### config.mk
export PLATFORM = sky130hd
export DESIGN_NAME = uart_tx_arbiter_flat
export DESIGN_NICKNAME = d
export VERILOG_FILES = /design/src/rtl/uart_pkg.sv /design/src/rtl/uart_tx_arbiter_if.sv /design/src/rtl/uart_rr_pick.sv /design/src/rtl/uart_tx_arbiter.sv /design/src/flat_wrapper.sv
export SDC_FILE = /design/constraint.sdc
export NUM_CORES = 1
export LEC_CHECK = 0
export BUFFER_PORTS_ARGS = -buffer_cell sky130_fd_sc_hd__buf_2
export CAP_MARGIN = 20
export CORE_UTILIZATION = 40
export DETAILED_ROUTE_END_ITERATION = 16
export PLACE_DENSITY = 0.68
export RECOVER_POWER = 100
export SLEW_MARGIN = 10
export SYNTH_ARGS = -nofsm -noshare
export SYNTH_HDL_FRONTEND = slang
export SYNTH_SLANG_ARGS = --single-unit
export TNS_END_PERCENT = 1
### constraint.sdc
create_clock -name clk -period 2.8 [get_ports clk]
set_input_delay 0.14 -clock clk [delete_from_list [all_inputs] [get_ports clk]]
set_output_delay 0.14 -clock clk [all_outputs]
set_load 0.02 [all_outputs]
### src/rtl/uart_pkg.sv
// Shared UART definitions: arbiter state encoding, parity codes, baud timing.
package uart_pkg;

  localparam int unsigned BASE_FREQ      = 50_000_000;
  localparam int unsigned BAUDRATE       = 115_200;
  localparam int unsigned COUNTS_PER_BIT = BASE_FREQ / BAUDRATE;

  typedef enum logic [2:0] {
    IDLE      = 3'd0,
    GRANT     = 3'd1,
    WAIT_BUSY = 3'd2,
    WAIT_DONE = 3'd3,
    GAP       = 3'd4
  } arb_state_t;

  typedef enum logic [1:0] {
    PAR_NONE = 2'd0,
    PAR_ODD  = 2'd1,
    PAR_EVEN = 2'd2
  } parity_t;

  // Code 3 is reserved and behaves as no parity.
  function automatic logic [1:0] norm_parity(input logic [1:0] p);
    return (p == 2'd3) ? 2'(PAR_NONE) : p;
  endfunction

endpackage

### src/rtl/uart_tx_arbiter_if.sv
// Requester/transmitter bundle of the shared UART transmit arbiter.
interface uart_tx_arbiter_if;
  logic [3:0]  req;
  logic [31:0] req_data;
  logic [1:0]  cfg_parity_type;
  logic        tx_busy;
  logic        tx_start;
  logic [7:0]  tx_data;
  logic [1:0]  tx_parity_type;
  logic [3:0]  grant;
  logic [3:0]  done;
  logic [3:0]  err;
  logic        arb_busy;

  modport master (
    input  req, req_data, cfg_parity_type, tx_busy,
    output tx_start, tx_data, tx_parity_type, grant, done, err, arb_busy
  );

  modport slave (
    output req, req_data, cfg_parity_type, tx_busy,
    input  tx_start, tx_data, tx_parity_type, grant, done, err, arb_busy
  );
endinterface

### src/rtl/uart_rr_pick.sv
// Rotate-priority picker: first set req bit at or above rr_ptr, wrapping 3 to 0.
module uart_rr_pick (
  input  logic [3:0] req,
  input  logic [1:0] rr_ptr,
  output logic [3:0] win,
  output logic       valid
);

  logic [1:0] idx;

  always_comb begin
    win   = '0;
    valid = 1'b0;
    idx   = '0;
    for (int unsigned i = 0; i < 4; i++) begin
      idx = rr_ptr + 2'(i);
      if (!valid && req[idx]) begin
        win[idx] = 1'b1;
        valid    = 1'b1;
      end
    end
  end

endmodule

### src/rtl/uart_tx_arbiter.sv
// Round-robin arbiter sharing one UART transmitter among four requesters.
// Define UART_ARB_WDOG_EN to abort frames whose tx_busy never rises.
module uart_tx_arbiter
  import uart_pkg::*;
#(
  parameter int unsigned NUM_REQ     = 4,
  parameter int unsigned GAP_CYCLES  = COUNTS_PER_BIT,
  parameter int unsigned WDOG_CYCLES = 2 * COUNTS_PER_BIT
) (
  input logic              clk,
  input logic              one_shot_rst,
  uart_tx_arbiter_if.master bus
);

  localparam int unsigned CTR_MAX = (GAP_CYCLES > WDOG_CYCLES) ? GAP_CYCLES : WDOG_CYCLES;
  localparam int unsigned CTR_W   = $clog2(CTR_MAX);

  arb_state_t       state;
  logic [1:0]       rr_ptr;
  logic [1:0]       owner;
  logic [CTR_W-1:0] gap_ctr;
  logic [3:0]       pick_win;
  logic             pick_valid;
  logic [1:0]       pick_idx;

  uart_rr_pick u_pick (
    .req    (bus.req),
    .rr_ptr (rr_ptr),
    .win    (pick_win),
    .valid  (pick_valid)
  );

  always_comb begin
    pick_idx = '0;
    for (int unsigned i = 0; i < NUM_REQ; i++)
      if (pick_win[i]) pick_idx = 2'(i);
  end

`ifdef UART_ARB_WDOG_EN
  logic [CTR_W-1:0] wdog_ctr;
`else
  assign bus.err = '0;
`endif

  always_ff @(posedge clk or posedge one_shot_rst) begin
    if (one_shot_rst) begin
      state              <= IDLE;
      rr_ptr             <= '0;
      owner              <= '0;
      gap_ctr            <= '0;
      bus.tx_start       <= 1'b0;
      bus.tx_data        <= '0;
      bus.tx_parity_type <= '0;
      bus.grant          <= '0;
      bus.done           <= '0;
      bus.arb_busy       <= 1'b0;
`ifdef UART_ARB_WDOG_EN
      wdog_ctr           <= '0;
      bus.err            <= '0;
`endif
    end else begin
      bus.tx_start <= 1'b0;
      bus.done     <= '0;
`ifdef UART_ARB_WDOG_EN
      bus.err      <= '0;
`endif
      case (state)
        IDLE: begin
          if (pick_valid) begin
            bus.tx_data        <= bus.req_data[{pick_idx, 3'b000} +: 8];
            bus.tx_parity_type <= norm_parity(bus.cfg_parity_type);
            bus.grant          <= pick_win;
            owner              <= pick_idx;
            // Start pulse is registered here so it is high exactly while in GRANT.
            bus.tx_start       <= 1'b1;
            bus.arb_busy       <= 1'b1;
            state              <= GRANT;
          end
        end
        GRANT: begin
`ifdef UART_ARB_WDOG_EN
          wdog_ctr <= '0;
`endif
          state <= WAIT_BUSY;
        end
        WAIT_BUSY: begin
          if (bus.tx_busy) begin
            state <= WAIT_DONE;
`ifdef UART_ARB_WDOG_EN
          end else if (wdog_ctr == CTR_W'(WDOG_CYCLES - 1)) begin
            bus.err   <= bus.grant;
            bus.grant <= '0;
            rr_ptr    <= owner + 2'd1;
            gap_ctr   <= '0;
            state     <= GAP;
          end else begin
            wdog_ctr <= wdog_ctr + 1'b1;
`endif
          end
        end
        WAIT_DONE: begin
          if (!bus.tx_busy) begin
            bus.done  <= bus.grant;
            bus.grant <= '0;
            rr_ptr    <= owner + 2'd1;
            gap_ctr   <= '0;
            state     <= GAP;
          end
        end
        GAP: begin
          if (gap_ctr == CTR_W'(GAP_CYCLES - 1)) begin
            bus.arb_busy <= 1'b0;
            state        <= IDLE;
          end else begin
            gap_ctr <= gap_ctr + 1'b1;
          end
        end
        default: begin
          bus.arb_busy <= 1'b0;
          state        <= IDLE;
        end
      endcase
    end
  end

endmodule

### src/flat_wrapper.sv
// flat-port wrapper written by rule: the top's interface ports become plain ports
module uart_tx_arbiter_flat import uart_pkg::*;
#(
  parameter int unsigned NUM_REQ     = 4,
  parameter int unsigned GAP_CYCLES  = COUNTS_PER_BIT,
  parameter int unsigned WDOG_CYCLES = 2 * COUNTS_PER_BIT
)
  (clk, one_shot_rst, bus_req, bus_req_data, bus_cfg_parity_type, bus_tx_busy, bus_tx_start, bus_tx_data, bus_tx_parity_type, bus_grant, bus_done, bus_err, bus_arb_busy);
  uart_tx_arbiter_if bus_i ();
  input logic clk;
  input logic one_shot_rst;
  input wire logic [$bits(bus_i.req)-1:0] bus_req;
  input wire logic [$bits(bus_i.req_data)-1:0] bus_req_data;
  input wire logic [$bits(bus_i.cfg_parity_type)-1:0] bus_cfg_parity_type;
  input wire logic [$bits(bus_i.tx_busy)-1:0] bus_tx_busy;
  output wire logic [$bits(bus_i.tx_start)-1:0] bus_tx_start;
  output wire logic [$bits(bus_i.tx_data)-1:0] bus_tx_data;
  output wire logic [$bits(bus_i.tx_parity_type)-1:0] bus_tx_parity_type;
  output wire logic [$bits(bus_i.grant)-1:0] bus_grant;
  output wire logic [$bits(bus_i.done)-1:0] bus_done;
  output wire logic [$bits(bus_i.err)-1:0] bus_err;
  output wire logic [$bits(bus_i.arb_busy)-1:0] bus_arb_busy;
  assign bus_i.req = bus_req;
  assign bus_i.req_data = bus_req_data;
  assign bus_i.cfg_parity_type = bus_cfg_parity_type;
  assign bus_i.tx_busy = bus_tx_busy;
  assign bus_tx_start = bus_i.tx_start;
  assign bus_tx_data = bus_i.tx_data;
  assign bus_tx_parity_type = bus_i.tx_parity_type;
  assign bus_grant = bus_i.grant;
  assign bus_done = bus_i.done;
  assign bus_err = bus_i.err;
  assign bus_arb_busy = bus_i.arb_busy;
  uart_tx_arbiter #(.NUM_REQ(NUM_REQ), .GAP_CYCLES(GAP_CYCLES), .WDOG_CYCLES(WDOG_CYCLES)) u_core (.clk(clk), .one_shot_rst(one_shot_rst), .bus(bus_i));
endmodule
==> summary.md <==
| Metric | Value |
|---|---|
| Worst hold slack | -0.00542 ns |
| Worst path arrival time | 2.96 ns |
| Leak pwr | about 0.0012 uW |
| Vias in the first global route | 1573 |
| Synth area leaders | dfrtp_1, ha_1, mux2i_1 |
| Min Clock Period, post-route | 2.80 ns |
| Ys flop type | dfrtp_1 |
| Synth cell count leaders | dfrtp_1, nor2_1, nand2_1 |
| Worst Path Max Fanout | 7 |
| RD Place Congestion | 0.804 |
| F_max | 357 MHz |
| Crit-path slowest cell | mux4_4 |
| IO Pins | 65 |
| DRC Markers | 0 |
| Clock Latency Late Sink | 0.29 ns |
| Post-synthesis cell type count | 53 |
| R2R depth | 10 |
| I/O Buffers | 60 |
| Post-synth ARST share | 100% |
| Final Net Count | between 300 and 400 |
| Final Hold Fails | 10 |
| Setup crit end kind | flip-flop |
| Vias | around 1800 |
| Status | complete, but fails checks |
| Netlist Area Pre-Place | 2150 sq um |
| Area delta synth->final | 24.2% |
| Cell Count, Final, Fillers Out | 348 |
| Tightest Pin Transition | between 0.9 and 1 ns |
| RSZ-0062 raised after global routing | true |
| Peak VDD IR | 0.501 mV |
| Mapped Cells | between 200 and 250 |
| Avg Cell Area, Syn | between 10 and 15 sq um |
| Post-Place Cells | 332 |
| Vias/cell | between 5 and 6 |
| Normalized max-slew margin | 37.6% |
| # clock sinks | 37 |
| Hold WC Path Type | in -> async |
| Violated checks | negative hold slack |
| CTS Buffer Depth | 2 |
| Final worst path period share | 100% |
| Clk_skew | 0.00855 ns |
| Setup Viol. Count Final | 0 |
| Pins Over Slew Limit | 0 |
| Crit path kind | reg -> reg |
| Synthesized flop and latch total | 37 |
| Antenna viol nets, final | 0 |
| Initial Util | about two fifths |
| Yosys warns | 0 |
| CP startpoint kind | flip-flop |
| Core Area | 5140 sq um |
| Register area share after synthesis | 43.1% |
| Required @ worst endpoint | ~3.0 ns |
| Global-route wire length before repair | 7290 microns |
| CTS Root Cell | clkbuf_8 |
| Global-route usage over all layers | 17.4% |
| Drt first pass iters | 4 |
| Antenna Cells | 0 |
| Post-DP HPWL | 3500 microns |
| Max cap viols | 0 |
| Post-synth EDFFs | 0 |
| CTS tree | built |
| Die Y | 75.3 microns |
| Final wirelength | 4860 microns |
| Largest net degree at the start of global routing | 22 |
| Most numerous cell in the Yosys netlist | dfrtp_1 |
| Hold Buf Count CTS | 0 |
| Crit-path max cell delay | 0.72 ns |
| Power per Cell Area | 1140 nW/um^2 |
| Avg WL per Cell | 14.0 microns |
| Die X | 75.3 microns |
| Power Total | 3050 uW |
| Cell taking the most area after synthesis | dfrtp_1 |
| CP cell instances | inv_4 > ha_4 > mux4_4 > nor4b_4 > buf_4 > a22oi_4 > buf_6 > nor2_4 > mux2i_1 > o22ai_1 |
| First DRT Iteration DRCs | 107 |
| Top-area cell type share of the netlist area | around 43% |
| CTS buffer count | 5 |
| Die area | approximately 5700 sq um |
| Share of cells above drive strength 1 | 29.9% |
| H-tree levels | 2 |
| Row count | 26 |
| Global route overflow | 0 |
| Initial antenna violation count | 0 |
| CTS clk-pin slew, worst paths | 0.08 ns |
-- through the flow --
stage               area, sq um  utilization, %  TNS, ns  worst slack [ns]
floorplan                  2180               -  -0.0119          -0.00607
global placement           2550            49.6        0             0.101
detailed placement         2550            49.6        0            0.0388
CTS                        2640            51.3        0           0.00516
global route               2670            51.9   -0.245           -0.0767
finish                     2670            51.9        0           0.00104
-- what timing repair did --
item | 4_1_cts | 5_1_grt
resized for setup | 0 | 3
setup buffers | 0 | 8
endpoints found under the setup margin | 0 | 9
-- critical path: cells and delay by family (launching register included) --
kind,cells,cell delay (ns)
AOI/OAI and AO/OA,2,0.19
DFF,1,0.39
muxes,2,0.95
adders and majority gates,1,0.27
and+or+nand+nor,2,0.49
buffers and inverters,3,0.37
-- sequential cells by signal, summed over array words and instances, names as in the netlist --
signal,cells
u_core.bus.tx_data,8
u_core.bus.done,4
u_core.bus.tx_parity_type,2
u_core.rr_ptr,2
u_core.bus.arb_busy,1
u_core.gap_ctr,10
u_core.owner,2
u_core.state,3
u_core.bus.tx_start,1
u_core.bus.grant,4
-- path summary, 6_finish.rpt --
kind                                              start                           end  slack [ns]
min in group clk                 bus_cfg_parity_type[1]  u_core.bus.tx_parity_type[1]        0.09
hold reg to reg            u_core.bus.tx_parity_type[1]  u_core.bus.tx_parity_type[1]        0.47
hold / removal                             one_shot_rst             u_core.gap_ctr[4]      -0.005
setup / recovery                       u_core.rr_ptr[0]         u_core.bus.tx_data[3]       0.001
max in group asynchronous                  one_shot_rst           u_core.bus.arb_busy        1.50
setup reg to reg                       u_core.rr_ptr[0]         u_core.bus.tx_data[3]       0.001
-- kinds of logic after synthesis --
kind of cell               count (synthesis)  synth area share (%)
xor gates and xnor gates                   7                  2.86
muxes                                     14                  9.27
DFF                                       37                  43.1
AOI/OAI and AO/OA                         43                  15.6
buffers and inverters                     18                  4.60
and+or+nand+nor                           75                  19.8
adders and majority gates                  8                  4.66
other                                      1                 0.175
-- power breakdown --
group,internal (uW),switching [uW]
combinational,806,1040
clock,172,197
sequential,712,120
total,1690,1360
-- area by class of cell --
class | instances | area [sq um]
multi-input cells | 151 | 1160
repair buffers | 75 | 380
clock inverters | 3 | 17.5
fillers | 497 | 2470
flip-flops and latches | 37 | 926
well taps | 70 | 87.6
clock buffers | 5 | 68.8
inverters | 7 | 28.8
-- cell usage in the layout (no fill, tap or decap), types with 3 or more instances in the layout --
master,n
a21oi_1,9
a221oi_2,4
and2_0,3
buf_2,40
buf_4,11
clkbuf_1,23
clkbuf_8,5
conb_1,4
dfrtp_1,37
ha_1,7
inv_1,5
mux2i_1,8
nand2_1,14
nand3_1,9
nand3b_1,4
nor2_1,19
nor2_4,3
o21ai_0,9
o22ai_1,6
or3_1,4
xnor2_1,3
xor2_1,4
-- layer usage --
metal	part of all wire (%)	global-route usage, %
met5	0	0
met1	46	22.9
met2	48	27.7
met4	1.4	5.97
met3	4.8	5.09
(Power assumes the default switching activity.)
